[src/rtl/tlast_packet_sequencer.sv]
// Frames a free-running AXI4-Stream source into fixed-length packets with tlast,
// counting packets and ending a run after a programmed count or on a stop request.
module tlast_packet_sequencer #(
  parameter int DATA_WIDTH  = 32,
  parameter int COUNT_WIDTH = 32
) (
  input  logic                   clk,
  input  logic                   resetn,
  input  logic                   start,
  input  logic                   stop,
  input  logic [COUNT_WIDTH-1:0] packet_len,
  input  logic [COUNT_WIDTH-1:0] num_packets,
  input  logic [DATA_WIDTH-1:0]  s_axis_tdata,
  input  logic                   s_axis_tvalid,
  output logic                   s_axis_tready,
  output logic [DATA_WIDTH-1:0]  m_axis_tdata,
  output logic                   m_axis_tvalid,
  input  logic                   m_axis_tready,
  output logic                   m_axis_tlast,
  output logic                   busy,
  output logic                   done,
  output logic [COUNT_WIDTH-1:0] packets_sent
);

  localparam logic [COUNT_WIDTH-1:0] CNT_ONE = COUNT_WIDTH'(1);

  typedef enum logic [1:0] {
    IDLE  = 2'd0,
    RUN   = 2'd1,
    DRAIN = 2'd2
  } state_t;

  state_t                 state_reg, state_next;
  logic [COUNT_WIDTH-1:0] len_reg;
  logic [COUNT_WIDTH-1:0] num_reg;
  logic [COUNT_WIDTH-1:0] beat_cnt_reg;
  logic [COUNT_WIDTH-1:0] pkt_cnt_reg;
  logic [COUNT_WIDTH-1:0] packets_sent_reg;
  logic                   stop_pending_reg;
  logic                   out_valid_reg;
  logic                   out_last_reg;
  logic [DATA_WIDTH-1:0]  out_data_reg;
  logic                   done_reg;

  logic s_ready_next;
  logic accept;
  logic m_hs;
  logic last_beat;
  logic done_next;
  logic start_run;

  assign m_hs      = out_valid_reg && m_axis_tready;
  assign last_beat = (beat_cnt_reg == len_reg - CNT_ONE);
  assign start_run = (state_reg == IDLE) && start;

  always_comb begin
    state_next   = state_reg;
    s_ready_next = 1'b0;
    accept       = 1'b0;
    done_next    = 1'b0;
    case (state_reg)
      IDLE: begin
        // Always ready so the free-running source never backs up while idle.
        s_ready_next = 1'b1;
        if (start) state_next = RUN;
      end
      RUN: begin
        s_ready_next = !out_valid_reg || m_axis_tready;
        accept       = s_axis_tvalid && s_ready_next;
        if (accept && last_beat) begin
          if ((num_reg != '0 && pkt_cnt_reg + CNT_ONE == num_reg) || stop_pending_reg || stop)
            state_next = DRAIN;
        end else if (!accept && beat_cnt_reg == '0 && (stop || stop_pending_reg)) begin
          state_next = DRAIN;
        end
      end
      DRAIN: begin
        if (!out_valid_reg || m_hs) begin
          state_next = IDLE;
          done_next  = 1'b1;
        end
      end
      default: state_next = IDLE;
    endcase
  end

  always_ff @(posedge clk or negedge resetn) begin
    if (!resetn) begin
      state_reg <= IDLE;
      done_reg  <= 1'b0;
    end else begin
      state_reg <= state_next;
      done_reg  <= done_next;
    end
  end

  // Run configuration and counters; a zero packet length is promoted to one beat.
  always_ff @(posedge clk or negedge resetn) begin
    if (!resetn) begin
      len_reg          <= '0;
      num_reg          <= '0;
      beat_cnt_reg     <= '0;
      pkt_cnt_reg      <= '0;
      packets_sent_reg <= '0;
      stop_pending_reg <= 1'b0;
    end else if (start_run) begin
      len_reg          <= (packet_len == '0) ? CNT_ONE : packet_len;
      num_reg          <= num_packets;
      beat_cnt_reg     <= '0;
      pkt_cnt_reg      <= '0;
      packets_sent_reg <= '0;
      stop_pending_reg <= 1'b0;
    end else begin
      if (state_reg == RUN && stop) stop_pending_reg <= 1'b1;
      if (accept) begin
        beat_cnt_reg <= last_beat ? '0 : beat_cnt_reg + CNT_ONE;
        if (last_beat) pkt_cnt_reg <= pkt_cnt_reg + CNT_ONE;
      end
      if (m_hs && out_last_reg) packets_sent_reg <= packets_sent_reg + CNT_ONE;
    end
  end

  // Single register slice toward the DMA; contents hold while the sink stalls.
  always_ff @(posedge clk or negedge resetn) begin
    if (!resetn) begin
      out_valid_reg <= 1'b0;
      out_last_reg  <= 1'b0;
      out_data_reg  <= '0;
    end else if (accept) begin
      out_valid_reg <= 1'b1;
      out_last_reg  <= last_beat;
      out_data_reg  <= s_axis_tdata;
    end else if (m_hs) begin
      out_valid_reg <= 1'b0;
      out_last_reg  <= 1'b0;
    end
  end

  assign s_axis_tready = s_ready_next;
  assign m_axis_tdata  = out_data_reg;
  assign m_axis_tvalid = out_valid_reg;
  assign m_axis_tlast  = out_last_reg;
  assign busy          = (state_reg != IDLE);
  assign done          = done_reg;
  assign packets_sent  = packets_sent_reg;

endmodule

[config.mk]
export PLATFORM = sky130hd
export DESIGN_NAME = tlast_packet_sequencer
export DESIGN_NICKNAME = d
export VERILOG_FILES = /design/src/rtl/tlast_packet_sequencer.sv
export SDC_FILE = /design/constraint.sdc
export NUM_CORES = 1
export LEC_CHECK = 0
export BUFFER_PORTS_ARGS = -buffer_cell sky130_fd_sc_hd__buf_2
export CORE_ASPECT_RATIO = 0.9
export CORE_MARGIN = 3
export CORE_UTILIZATION = 40
export CTS_BUF_LIST = sky130_fd_sc_hd__clkbuf_16
export CTS_CLUSTER_DIAMETER = 120
export DETAILED_ROUTE_END_ITERATION = 10
export PLACE_DENSITY = 0.71
export SETUP_SLACK_MARGIN = 0.5
export SLEW_MARGIN = 10
export SYNTH_ARGS = -nofsm -noshare
export SYNTH_HDL_FRONTEND = slang
export SYNTH_SLANG_ARGS = --single-unit
[constraint.sdc]
create_clock -name clk -period 3.65 [get_ports clk]
set_clock_uncertainty 0.2 [all_clocks]
set_input_delay 0.365 -clock clk [delete_from_list [all_inputs] [get_ports clk]]
set_output_delay 0.365 -clock clk [all_outputs]
set_load 0.01 [all_outputs]
==> results of run 1 <==
==> critical path, delay by kind of cell (launching register included) <==
| family | cells | cell delay (ns) |
|---|---|---|
| AND/OR/NAND/NOR | 7 | 2.09 |
| flip-flops | 1 | 0.41 |
| buffers and inverters | 2 | 0.30 |
| AO/OA/AOI/OAI | 1 | 0.07 |
| XOR/XNOR | 1 | 0.15 |
==> Yosys cell counts (3+ instances only) <==
library cell                 n
sky130_fd_sc_hd__buf_2      10
sky130_fd_sc_hd__or3_1      25
sky130_fd_sc_hd__and4_1      7
sky130_fd_sc_hd__o31ai_1     3
sky130_fd_sc_hd__o21ai_0    65
sky130_fd_sc_hd__xnor2_1    66
sky130_fd_sc_hd__clkbuf_1   53
sky130_fd_sc_hd__nor3b_1     4
sky130_fd_sc_hd__nand3_1    61
sky130_fd_sc_hd__and2_1      9
sky130_fd_sc_hd__a21oi_1    33
sky130_fd_sc_hd__a21boi_0    3
sky130_fd_sc_hd__dfrtp_1   198
sky130_fd_sc_hd__o32ai_1     3
sky130_fd_sc_hd__ha_1        5
sky130_fd_sc_hd__nand4b_1    5
sky130_fd_sc_hd__buf_6       4
sky130_fd_sc_hd__nand2_1   351
sky130_fd_sc_hd__o21a_1      3
sky130_fd_sc_hd__and3_1     28
sky130_fd_sc_hd__nor4_1     40
sky130_fd_sc_hd__nor4b_1     5
sky130_fd_sc_hd__nor2b_1     6
sky130_fd_sc_hd__nor2_1     97
sky130_fd_sc_hd__xor2_1     51
sky130_fd_sc_hd__mux2i_1     7
sky130_fd_sc_hd__nor3_1     36
sky130_fd_sc_hd__nand2b_1    8
sky130_fd_sc_hd__nor4_2      4
sky130_fd_sc_hd__a211oi_1    4
sky130_fd_sc_hd__nand4_1    28
sky130_fd_sc_hd__or2_2       6
sky130_fd_sc_hd__a21o_1     14
sky130_fd_sc_hd__inv_1      37
sky130_fd_sc_hd__nand3b_1    3
sky130_fd_sc_hd__or4_1       8
sky130_fd_sc_hd__o21ai_1    20
sky130_fd_sc_hd__a31oi_1    24
sky130_fd_sc_hd__a22o_1      7
==> cell families (layout without fill, tap and decap cells) <==
| logic type | after synthesis | after routing | synth area share [%] |
|---|---|---|---|
| and+or+nand+nor | 744 | 744 | 31.49 |
| AOI/OAI and AO/OA | 198 | 199 | 10.61 |
| other | 0 | 1 | 0 |
| buffers and inverters | 111 | 429 | 4.304 |
| muxes | 8 | 8 | 0.7119 |
| adders and majority gates | 5 | 5 | 0.5476 |
| DFF | 198 | 198 | 43.37 |
| xor gates and xnor gates | 117 | 117 | 8.969 |
==> what timing repair did <==
action / 4_1_cts / 5_1_grt
cloned: 5 / 0
hold buffers: 96 / 0
resized for setup: 73 / 16
hold endpoints to repair: 157 / 0
endpoints found under the setup margin: 67 / 69
pin swaps: 30 / 1
buffers inserted: 39 / 1
==> layer usage <==
layer  global-route usage [%]  part of all wire, %
met1                    31.59                   45
met2                    36.24                   47
met3                    5.913                  6.7
met4                    6.507                  2.0
met5                        0                0.045
==> placed cells by master (no fill, tap or decap), drive strengths merged, types with 38 or more instances in the layout <==
cell / synthesis / layout
xor2: 51 / 51
inv: 37 / 42
dfrtp: 198 / 198
nor4: 45 / 45
buf: 19 / 263
nand2: 352 / 352
dlygate4sd3: 0 / 96
nand3: 61 / 61
xnor2: 66 / 66
nor3: 38 / 38
o21ai: 86 / 86
nor2: 97 / 97
==> where the power goes <==
part           internal [W]  total, W  leakage [nW]  switching (W)
clock              0.000934   0.00180         0.267       0.000863
combinational       0.00161   0.00372          4.30        0.00211
sequential          0.00274   0.00336          2.59       0.000619
total               0.00528   0.00887          7.16        0.00359
==> cell type report <==
cell class	count	share of cell area, %
repair buffers	361	17.94
clock buffers	17	2.804
flip-flops and latches	198	32.74
multi-input cells	1073	41.87
diodes	1	0.01649
well taps	360	2.969
inverters	37	0.9153
clock inverters	14	0.7421
==> per-stage QoR <==
stage	worst slack, ns	total power, W	area (µm²)	TNS [ns]	cells
after global routing	0.1335	0.009458	15170	0	2060
after floorplan	0.2954	0.005437	11480	0	1381
after detailed placement	-0.06516	0.006588	12870	-0.2854	1888
after CTS	0.3205	0.008812	15100	0	2059
final	0.2868	0.008874	15170	0	2061
after global placement	0.05632	0.006486	12870	0	1888
==> final timing paths <==
kind	depth (start not counted)	end	slack, ns	startpoint
min	3	len_reg[0]	0.05	packet_len[0]
max	11	pkt_cnt_reg[14]	0.29	len_reg[1]
max reg2reg	11	pkt_cnt_reg[14]	0.29	len_reg[1]
max in group asynchronous	3	pkt_cnt_reg[8]	2.03	resetn
min reg2reg	2	m_axis_tdata[8]	0.27	m_axis_tdata[8]
min in group asynchronous	2	beat_cnt_reg[7]	0.30	resetn
==> metrics.log, run 1 <==
INFO  metric ys_seq_area_share = a little over two fifths
INFO  metric avg_wl_per_cell = 17.10 µm
INFO  metric clk_latency = around 0.45 ns
INFO  metric filler_cell_count = 2495
INFO  metric report.final.setup_viol = 0
INFO  metric timing_worst_slew_pin_value = about 0.74 ns
INFO  metric initial_core_util = 40.79%
INFO  metric dieWidth = between 150 and 200 µm
INFO  metric netlist.top_cell.by_area = sky130_fd_sc_hd__dfrtp_1
INFO  metric max_cap_violations = 0
INFO  metric global_route_wire_length_before_repair = 57590 µm
INFO  metric floorplan_die_area = 0.03063 mm²
INFO  metric cts_root_buf = sky130_fd_sc_hd__clkbuf_16
INFO  metric first_global_vias = between 10000 and 15000
INFO  metric worst_case_vdd_ir_drop = roughly 380 µV
INFO  metric critPathKind = register to register
INFO  metric dpl.hpwl = between 20000 and 25000 µm
INFO  metric final.hold.worst_slack = approximately 0.049 ns
INFO  metric clkSinkCount = a little under 200
INFO  metric max_stage_delay = 0.51 ns
INFO  metric gr-total-overflow = 0
INFO  metric cellLeakagePower = just over 7 nW
INFO  metric drc = 0
INFO  metric htree_levels = 4
INFO  metric wl = 35240 µm
INFO  metric yosys_cell_types = 67
INFO  metric synth-warning-count = 0
INFO  metric nets = about 1800
INFO  metric avgViaCountPerCell = about 5.5
INFO  metric outcome = finished, final reports clean
INFO  metric count_of_flip_flops_with_a_built_in_enable_after_synthesis = 0
INFO  metric grtUsageTotal = 23.05%
INFO  metric layout_overhead_on_the_synthesized_area = 32.81%
INFO  metric routed-via-count = between 10000 and 15000
INFO  metric postSynthAreaPerCell = roughly 8.3 µm²
INFO  metric path_clk_slew = around 0.08 ns
INFO  metric grt_setup_unrepaired = true
INFO  metric clk_path_buf_depth = 2
INFO  metric path_category_of_the_worst_min_delay_check = input pin to register
INFO  metric utilization = 54.17%
INFO  metric grt_max_degree = 72
INFO  metric layout-drive-gt1-share = around 22%
INFO  metric cts_made_buffers = 17
INFO  metric postSynthNetCount = 1488
INFO  metric critPathMaxFanout = 13
INFO  metric antenna_found_initial = 2
INFO  metric regArea = approximately 0.0050 mm²
INFO  metric synth_largest_type_area_fraction = ~43%
INFO  metric std_cell_rows = between 50 and 60
INFO  metric pins_over_their_slew_limit = 0
INFO  metric timing.critical_path.to_type = register
INFO  metric cp_data_required_time = 3.76 ns
INFO  metric period_minus_slack = 3.363 ns
INFO  metric multi_input_comb_area = 0.006354 mm²
INFO  metric die_h = about 170 µm
INFO  metric period_share = roughly 92%
INFO  metric first_pass_iters = 5
INFO  metric data_arrival_time_of_the_critical_path = 3.48 ns
INFO  metric max_slew_margin = about half
INFO  metric report.final.hold_viol_count = 0
INFO  metric ant_nets = 0
INFO  metric syn-instance-count = around 1400
INFO  metric globalplace.congestion = between 0.9 and 1
INFO  metric achievable-frequency = 0.2973 GHz
INFO  metric post_synth_main_area_contributors = sky130_fd_sc_hd__dfrtp_1 43%, sky130_fd_sc_hd__nand2_1 12%, sky130_fd_sc_hd__xnor2_1 5.1%, sky130_fd_sc_hd__xor2_1 3.9%, sky130_fd_sc_hd__nor2_1 3.2%
INFO  metric netlist_area = 0.01142 mm²
INFO  metric core_area = approximately 0.028 mm²
INFO  metric async_reset_ff_share = 100.0%
INFO  metric slowest_stage = sky130_fd_sc_hd__or4_4
INFO  metric crit_path_cell_trace = or3_4 -> or3_4 -> xnor2_1 -> or4_4 -> nor4_4 -> nand4_4 -> nor3_4 -> buf_12 -> or2_4 -> buf_12 -> o21ai_1
INFO  metric place.port_buffers = 170
INFO  metric tritoncts_clock_tree = built
INFO  metric critPathLaunchType = register
INFO  metric drt_first_iter_violations = between 900 and 1000
INFO  metric powerDensity = 584.9 mW/mm²
INFO  metric synth-seq-cells = roughly 200
INFO  metric pin_count = 171
INFO  metric ys.flop_type = sky130_fd_sc_hd__dfrtp_1
Power figures use the tool's default switching activity.
==> run 2, diff against run 1 <==
==> constraint.sdc (replaced) <==
create_clock -name clk -period 3.65 [get_ports clk]
set_clock_uncertainty 0.2 [all_clocks]
set_input_delay 0.1825 -clock clk [delete_from_list [all_inputs] [get_ports clk]]
set_output_delay 0.1825 -clock clk [all_outputs]
set_load 0.01 [all_outputs]
==> metrics.log, run 2 (synthesized netlist as in run 1, its figures left out) <==
INFO  metric wl = 35760 µm (+1.5%)
INFO  metric grt_max_degree = 109 (+51%)
INFO  metric powerDensity = 591.2 mW/mm² (+1.1%)
INFO  metric drt_first_iter_violations = 819 (-9.1%)
INFO  metric grt_setup_unrepaired = true
INFO  metric critPathLaunchType = register
INFO  metric place.port_buffers = 170 (unchanged)
INFO  metric cellLeakagePower = 7.231 nW (+0.97%)
INFO  metric layout.cells.non_filler = 2066 (+0.24%)
INFO  metric report.final.setup_viol = 0 (unchanged)
INFO  metric max_slew_margin = 41.46% (-9.1 points)
INFO  metric worst_case_vdd_ir_drop = 441.0 µV (+17%)
INFO  metric std_cell_rows = 58 (unchanged)
INFO  metric avgViaCountPerCell = 5.493 (about the same)
INFO  metric period_minus_slack = 3.383 ns (+0.02000 ns)
INFO  metric crit_family = compound AO/OA/AOI/OAI gates
INFO  metric clk_latency = 0.45 ns (about the same)
INFO  metric critPathKind = register to register
INFO  metric timing_worst_slew_pin_value = 0.8781 ns (+0.1359 ns)
INFO  metric nets = 1800 (+0.28%)
INFO  metric worst-path-buf-inv = 1 (-1)
INFO  metric filler_cell_count = 2456 (-1.6%)
INFO  metric path_category_of_the_worst_min_delay_check = input pin to asynchronous set/reset pin
INFO  metric drc = 0 (unchanged)
INFO  metric avg_wl_per_cell = 17.31 µm (+1.2%)
INFO  metric multi_input_comb_area = 0.006435 mm² (+1.3%)
INFO  metric power = 0.009034 W (+1.8%)
INFO  metric tritoncts_clock_tree = built
INFO  metric path_clk_slew = 0.08 ns (about the same)
INFO  metric core_area = 0.02801 mm² (unchanged)
INFO  metric clk_path_buf_depth = 2 (unchanged)
INFO  metric dpl.hpwl = 23220 µm (-0.80%)
INFO  metric antenna_found_initial = 0 (-2)
INFO  metric first_pass_iters = 6 (+1)
INFO  metric gr-total-overflow = 0 (unchanged)
INFO  metric placed_cell_area = 0.01285 mm² (-0.12%)
INFO  metric floorplan_die_area = 0.03063 mm² (unchanged)
INFO  metric placed_cells_incl_taps = 1886 (-0.11%)
INFO  metric crit_path_cell_trace = or3_4 -> or4_4 -> a211o_1 -> a2111oi_4 -> nand4_4 -> o21a_4 -> buf_4 -> a21o_1 -> a22o_1
INFO  metric ant_nets = 0 (unchanged)
INFO  metric outcome = finished, final reports clean
INFO  metric globalplace.congestion = 0.8979 (-2.2%)
INFO  metric period_share = 92.69% (+0.55 points)
INFO  metric first_global_vias = 10986 (-1.5%)
INFO  metric max_stage_delay = 0.51 ns (about the same)
INFO  metric pins_over_their_slew_limit = 0 (unchanged)
INFO  metric global_route_wire_length_before_repair = 56670 µm (-1.6%)
INFO  metric max_cap_violations = 0 (unchanged)
INFO  metric data_arrival_time_of_the_critical_path = 3.52 ns (+0.04 ns)
INFO  metric die_h = 166.3 µm (unchanged)
INFO  metric stdcell_area = 0.01528 mm² (+0.71%)
INFO  metric antenna_cells = 0 (-1)
INFO  metric critPathMaxFanout = 5 (-8)
INFO  metric slowest_stage = sky130_fd_sc_hd__or4_4
INFO  metric cts_made_buffers = 17 (unchanged)
INFO  metric cp_data_required_time = 3.78 ns (+0.02 ns)
INFO  metric layout_common_cells = 350 x sky130_fd_sc_hd__nand2_1, 188 x sky130_fd_sc_hd__dfrtp_1, 169 x sky130_fd_sc_hd__buf_2
INFO  metric cts_root_buf = sky130_fd_sc_hd__clkbuf_16
INFO  metric regArea = 0.004967 mm² (unchanged)
INFO  metric layout.cells.most_common = sky130_fd_sc_hd__nand2_1
INFO  metric pin_count = 171 (unchanged)
INFO  metric clkSinkCount = 198 (unchanged)
INFO  metric grtUsageTotal = 22.69% (-0.36 points)
INFO  metric layout_overhead_on_the_synthesized_area = 33.75%
INFO  metric achievable-frequency = 0.2956 GHz (-0.59%)
INFO  metric layout-drive-gt1-share = 22.63% (+0.27 points)
INFO  metric routed-via-count = 11348 (+0.24%)
INFO  metric timing.critical_path.to_type = register
INFO  metric initial_core_util = 40.79% (unchanged)
INFO  metric htree_levels = 4 (unchanged)
INFO  metric place_ws = -0.04800 ns (+0.01716 ns)
INFO  metric layout_setup_ws = 0.2668 ns (-0.02000 ns)
INFO  metric report.final.hold_viol_count = 0 (unchanged)
INFO  metric dieWidth = 184.1 µm (unchanged)
run 2: final timing paths:
| path | startpoint | end | slack (ns) | cells after the start |
|---|---|---|---|---|
| max | len_reg[8] | beat_cnt_reg[31] | 0.27 | 9 |
| min | resetn | len_reg[9] | 0.08 | 2 |
| max reg2reg | len_reg[8] | beat_cnt_reg[31] | 0.27 | 9 |
| min reg2reg | m_axis_tdata[19] | m_axis_tdata[19] | 0.27 | 2 |
| max in group asynchronous | resetn | pkt_cnt_reg[6] | 2.19 | 3 |
| min in group clk | s_axis_tvalid | state_reg[1] | 0.19 | 6 |
run 2: layer usage:
layer	track usage, %	part of all wire (%)	vias to the layer above
li1	-	-	5378
met1	30.73	43	5495
met2	35.87	46	412
met3	5.913	7.6	63
met4	6.770	2.6	0
met5	0	0	-
run 2: cell type report:
type                    instances  area share [%]
well taps                     360           2.948
repair buffers                366           17.76
clock buffers                  17           2.784
multi-input cells            1073           42.11
flip-flops and latches        198           32.51
clock inverters                15          0.9826
inverters                      37          0.9089
run 2: timing repair:
action	4_1_cts	5_1_grt
endpoints found under the hold margin	155	0
endpoints found under the setup margin	66	69
hold buffers	100	0
pin swaps	19	32
gates resized for setup	53	58
buffers inserted	32	12
gates cloned	2	2
run 2: stage by stage:
stage | TNS, ns | hold WS [ns] | util, %
finish | 0 | 0.08286 | 54.55
global route | 0 | 0.1327 | 54.55
CTS | 0 | 0.08879 | 53.29
detailed placement | -0.1835 | -0.002894 | 45.89
global placement | -0.02004 | 0.01029 | 45.89
floorplan | 0 | -0.3131 | -
run 2: worst register-to-register path: cells and delay by family (launching register included):
kind,cells,cell delay [ns]
flops,1,0.43
buf+inv,1,0.17
compound gates,5,1.34
simple gates,3,1.13
run 2: report_power, final:
group          internal, W  switching (W)
Clock              0.00102       0.000908
Sequential         0.00274       0.000635
Combinational      0.00160        0.00213
Total              0.00536        0.00368
==> run 3, diff against run 2 <==
--- a/config.mk
+++ b/config.mk
@@ -5,14 +5,16 @@
 export SDC_FILE = /design/constraint.sdc
 export NUM_CORES = 1
 export LEC_CHECK = 0
+export ABC_AREA = 1
 export BUFFER_PORTS_ARGS = -buffer_cell sky130_fd_sc_hd__buf_2
+export CAP_MARGIN = 20
 export CORE_ASPECT_RATIO = 0.9
 export CORE_MARGIN = 3
 export CORE_UTILIZATION = 40
 export CTS_BUF_LIST = sky130_fd_sc_hd__clkbuf_16
 export CTS_CLUSTER_DIAMETER = 120
 export DETAILED_ROUTE_END_ITERATION = 10
-export PLACE_DENSITY = 0.71
+export PLACE_DENSITY = 0.7
 export SETUP_SLACK_MARGIN = 0.5
 export SLEW_MARGIN = 10
 export SYNTH_ARGS = -nofsm -noshare
==> metrics.log, run 3 <==
INFO  metric report.final.hold_viol_count = 0 (unchanged)
INFO  metric totalNegativeSetupSlack = 0 ns (unchanged)
INFO  metric htree_levels = 4 (unchanged)
INFO  metric avgViaCountPerCell = 5.067 (-7.7%)
INFO  metric layout.cells.non_filler = 2351 (+14%)
INFO  metric final.hold.worst_slack = 0.07917 ns (-0.003692 ns)
INFO  metric period_share = 79.88% (-13 points)
INFO  metric cell_with_the_most_instances_after_synthesis = sky130_fd_sc_hd__nand2_1
INFO  metric worst_path_most_repeated_cell = sky130_fd_sc_hd__nand2_1
INFO  metric data_arrival_time_of_the_critical_path = 3.01 ns (-0.51 ns)
INFO  metric crit_family = simple AND/OR/NAND/NOR gates
INFO  metric synth-seq-cells = 198 (unchanged)
INFO  metric pins_over_their_slew_limit = 0 (unchanged)
INFO  metric multi_input_comb_area = 0.006193 mm² (-3.8%)
INFO  metric core_area = 0.02916 mm² (+4.1%)
INFO  metric achievable-frequency = 0.3430 GHz (+16%)
INFO  metric yosys-top-cells-count = 602 x sky130_fd_sc_hd__nand2_1, 198 x sky130_fd_sc_hd__dfrtp_1, 189 x sky130_fd_sc_hd__nor2_1, 158 x sky130_fd_sc_hd__inv_1, 102 x sky130_fd_sc_hd__nand3_1
INFO  metric yosys_cell_types = 43 (-36%)
INFO  metric wl = 36220 µm (+1.3%)
INFO  metric path_clk_slew = 0.08 ns (about the same)
INFO  metric globalplace.congestion = 0.9392 (+4.6%)
INFO  metric layout-drive-gt1-share = 14.64% (-8.0 points)
INFO  metric synth_largest_type_area_fraction = 41.50% (-1.9 points)
INFO  metric postSynthNetCount = 1792 (+20%)
INFO  metric max_cap_violations = 0 (unchanged)
INFO  metric placed_cells_incl_taps = 2219 (+18%)
INFO  metric netlist.top_cell.by_area = sky130_fd_sc_hd__dfrtp_1
INFO  metric netlist_area = 0.01194 mm² (+4.5%)
INFO  metric period_minus_slack = 2.916 ns (-0.4676 ns)
INFO  metric timing_worst_slew_pin_value = 0.9278 ns (+0.04973 ns)
INFO  metric netSwitchingPower = 0.003554 W (-3.3%)
INFO  metric clk_latency = 0.44 ns (about the same)
INFO  metric first_pass_iters = 5 (-1)
INFO  metric critPathMaxFanout = 6 (+1)
INFO  metric cp_data_required_time = 3.74 ns (-0.04 ns)
INFO  metric report.final.setup_viol = 0 (unchanged)
INFO  metric global_route_wire_length_before_repair = 59260 µm (+4.6%)
INFO  metric pin_count = 171 (unchanged)
INFO  metric max_slew_margin = 38.15% (-3.3 points)
INFO  metric first_global_vias = 11596 (+5.6%)
INFO  metric critPathKind = register to register
INFO  metric tritoncts_clock_tree = built
INFO  metric layout.cells.most_common = sky130_fd_sc_hd__nand2_1
INFO  metric grt_setup_unrepaired = false
INFO  metric clkSinkCount = 198 (unchanged)
INFO  metric crit_path_cell_trace = ha_1 -> nand2_1 -> nor2_2 -> nand2_1 -> nor2_2 -> nand2_1 -> nand2_1 -> nand2_1 -> nand2_1 -> nand2_1 -> nor2_1 -> nand2_1 -> nor2_1 -> nand4_1 -> nand2_1 -> nand2_1 -> nand2_1 -> nand2_1
INFO  metric avg_wl_per_cell = 15.40 µm (-11%)
INFO  metric clkPwrFrac = 22.3% (+1.0 points)
INFO  metric cts_made_buffers = 17 (unchanged)
INFO  metric outcome = finished, final reports clean
INFO  metric slowest_stage = sky130_fd_sc_hd__dfrtp_1
INFO  metric worst-path-buf-inv = 0 (-1)
INFO  metric drc = 0 (unchanged)
INFO  metric layout_overhead_on_the_synthesized_area = 23.95%
INFO  metric path_category_of_the_worst_min_delay_check = input pin to register
INFO  metric ys.flop_type = sky130_fd_sc_hd__dfrtp_1
INFO  metric filler_cell_count = 2794 (+14%)
INFO  metric antenna_found_initial = 0 (unchanged)
INFO  metric die_h = 169.9 µm (+2.1%)
INFO  metric ys_seq_area_share = 41.50% (-1.9 points)
INFO  metric switching_share = 41.86% (+1.2 points)
INFO  metric power = 0.008489 W (-6.0%)
INFO  metric cellLeakagePower = 7.019 nW (-2.9%)
INFO  metric post_synth_main_area_contributors = sky130_fd_sc_hd__dfrtp_1 41%, sky130_fd_sc_hd__nand2_1 19%, sky130_fd_sc_hd__nor2_1 5.9%, sky130_fd_sc_hd__inv_1 5.0%, sky130_fd_sc_hd__nand3_1 4.3%
INFO  metric dieWidth = 188.1 µm (+2.2%)
INFO  metric routed-via-count = 11913 (+5.0%)
INFO  metric worst_case_vdd_ir_drop = 400.1 µV (-9.3%)
INFO  metric p_int = 0.004936 W (-7.9%)
INFO  metric powerDensity = 573.6 mW/mm² (-3.0%)
INFO  metric grt_max_degree = 104 (-4.6%)
INFO  metric seq_power_share = 39.5% (+2.2 points)
INFO  metric floorplan_die_area = 0.03196 mm² (+4.4%)
INFO  metric nets = 2048 (+14%)
INFO  metric std_cell_rows = 59 (+1.7%)
INFO  metric layout_common_cells = 602 x sky130_fd_sc_hd__nand2_1, 198 x sky130_fd_sc_hd__dfrtp_1, 188 x sky130_fd_sc_hd__nor2_1
INFO  metric ant_nets = 0 (unchanged)
INFO  metric regArea = 0.004955 mm² (-0.25%)
INFO  metric dpl.hpwl = 26280 µm (+13%)
INFO  metric gr-total-overflow = 0 (unchanged)
INFO  metric drt_first_iter_violations = 1010 (+23%)
INFO  metric clk_path_buf_depth = 2 (unchanged)
INFO  metric comb_power_share = 38.1% (-3.3 points)
INFO  metric cts.repair_timing.setup_buffer_count = 0 (-100%)
INFO  metric initial_core_util = 40.95% (+0.16 points)
INFO  metric cts_root_buf = sky130_fd_sc_hd__clkbuf_16
INFO  metric critPathLaunchType = register
INFO  metric synth-warning-count = 0 (unchanged)
INFO  metric postSynthAreaPerCell = 7.086 µm² (-14%)
INFO  metric grtUsageTotal = 22.79% (+0.096 points)
INFO  metric count_of_flip_flops_with_a_built_in_enable_after_synthesis = 0 (unchanged)
INFO  metric timing.critical_path.to_type = register
INFO  metric syn-instance-count = 1685 (+22%)
INFO  metric max_stage_delay = 0.46 ns (-0.05 ns)
INFO  metric async_reset_ff_share = 100.0% (unchanged)
INFO  metric place.port_buffers = 170 (unchanged)
run 3: changes by cell type in the layout (fill, tap and decap cells not counted), sizes merged, moves of 28 or more:
cell   delta
and3     -28
buf      -82
inv     +129
nand2   +263
nand3    +44
nor2    +119
xnor2    -48
run 3: path summary, 6_finish.rpt:
| kind | start | to | slack (ns) | cells after the start |
|---|---|---|---|---|
| setup reg to reg | pkt_cnt_reg[0] | state_reg[0] | 0.73 | 18 |
| min in group asynchronous | resetn | num_reg[6] | 0.18 | 2 |
| hold reg to reg | m_axis_tdata[30] | m_axis_tdata[30] | 0.28 | 2 |
| hold / removal | start | state_reg[1] | 0.08 | 5 |
| setup / recovery | pkt_cnt_reg[0] | state_reg[0] | 0.73 | 18 |
| max in group asynchronous | resetn | packets_sent[5] | 2.10 | 3 |
run 3: worst register-to-register path: stages (launching register included):
cell	delay [ns]
sky130_fd_sc_hd__dfrtp_1	0.46
sky130_fd_sc_hd__ha_1	0.24
sky130_fd_sc_hd__nand2_1	0.09
sky130_fd_sc_hd__nor2_2	0.22
sky130_fd_sc_hd__nand2_1	0.17
sky130_fd_sc_hd__nor2_2	0.21
sky130_fd_sc_hd__nand2_1	0.11
sky130_fd_sc_hd__nand2_1	0.11
sky130_fd_sc_hd__nand2_1	0.06
sky130_fd_sc_hd__nand2_1	0.05
sky130_fd_sc_hd__nand2_1	0.06
sky130_fd_sc_hd__nor2_1	0.10
sky130_fd_sc_hd__nand2_1	0.10
sky130_fd_sc_hd__nor2_1	0.16
sky130_fd_sc_hd__nand4_1	0.17
sky130_fd_sc_hd__nand2_1	0.11
sky130_fd_sc_hd__nand2_1	0.05
sky130_fd_sc_hd__nand2_1	0.05
sky130_fd_sc_hd__nand2_1	0.05
run 3: cell families (layout without fill, tap and decap cells):
group,count (synthesis),count (layout),share of synthesized area [%]
buffers and inverters,210,479,6.916
adders and majority gates,5,5,0.5239
xor gates and xnor gates,76,76,5.700
and+or+nand+nor,1040,1040,37.48
other,0,1,0
DFF,198,198,41.50
AOI/OAI and AO/OA,156,156,7.880
run 3: metal layers:
| metal | wire (µm) | track usage [%] |
|---|---|---|
| met1 | 16870 | 31.80 |
| met2 | 16060 | 36.05 |
| met3 | 2661 | 5.046 |
| met4 | 620 | 6.132 |
| met5 | 0 | 0 |
run 3: power groups by stage:
stage / Combinational (W) / Sequential, W / Clock (W)
5_1_grt: 0.00367 / 0.00343 / 0.00204
6_report: 0.00324 / 0.00335 / 0.00190
2_1_floorplan: 0.00212 / 0.00328 / 0
4_1_cts: 0.00321 / 0.00334 / 0.00195
3_5_place_dp: 0.00311 / 0.00335 / 0
3_3_place_gp: 0.00307 / 0.00335 / 0
run 3: area by class of cell:
type / count / share of cell area (%)
Antenna cell: 1 / 0.01691
Sequential cell: 198 / 33.48
Clock inverter: 15 / 1.057
Timing Repair Buffer: 282 / 13.16
Inverter: 165 / 4.218
Clock buffer: 17 / 2.874
Multi-Input combinational cell: 1277 / 41.85
Tap cell: 396 / 3.348
run 3: through the flow:
stage	area, µm²	util, %	worst slack, ns
after floorplan	11940	-	1.201
after global placement	13200	45.27	0.5316
after detailed placement	13200	45.27	0.4558
after CTS	14780	50.68	0.6619
after global routing	14800	50.75	0.5047
final	14800	50.76	0.7343
run 3: timing repair:
action,CTS,global route
endpoints found under the hold margin,200,0
resized for setup,1,3
hold buffers,99,0
pin swaps,0,0
setup endpoints to repair,17,18
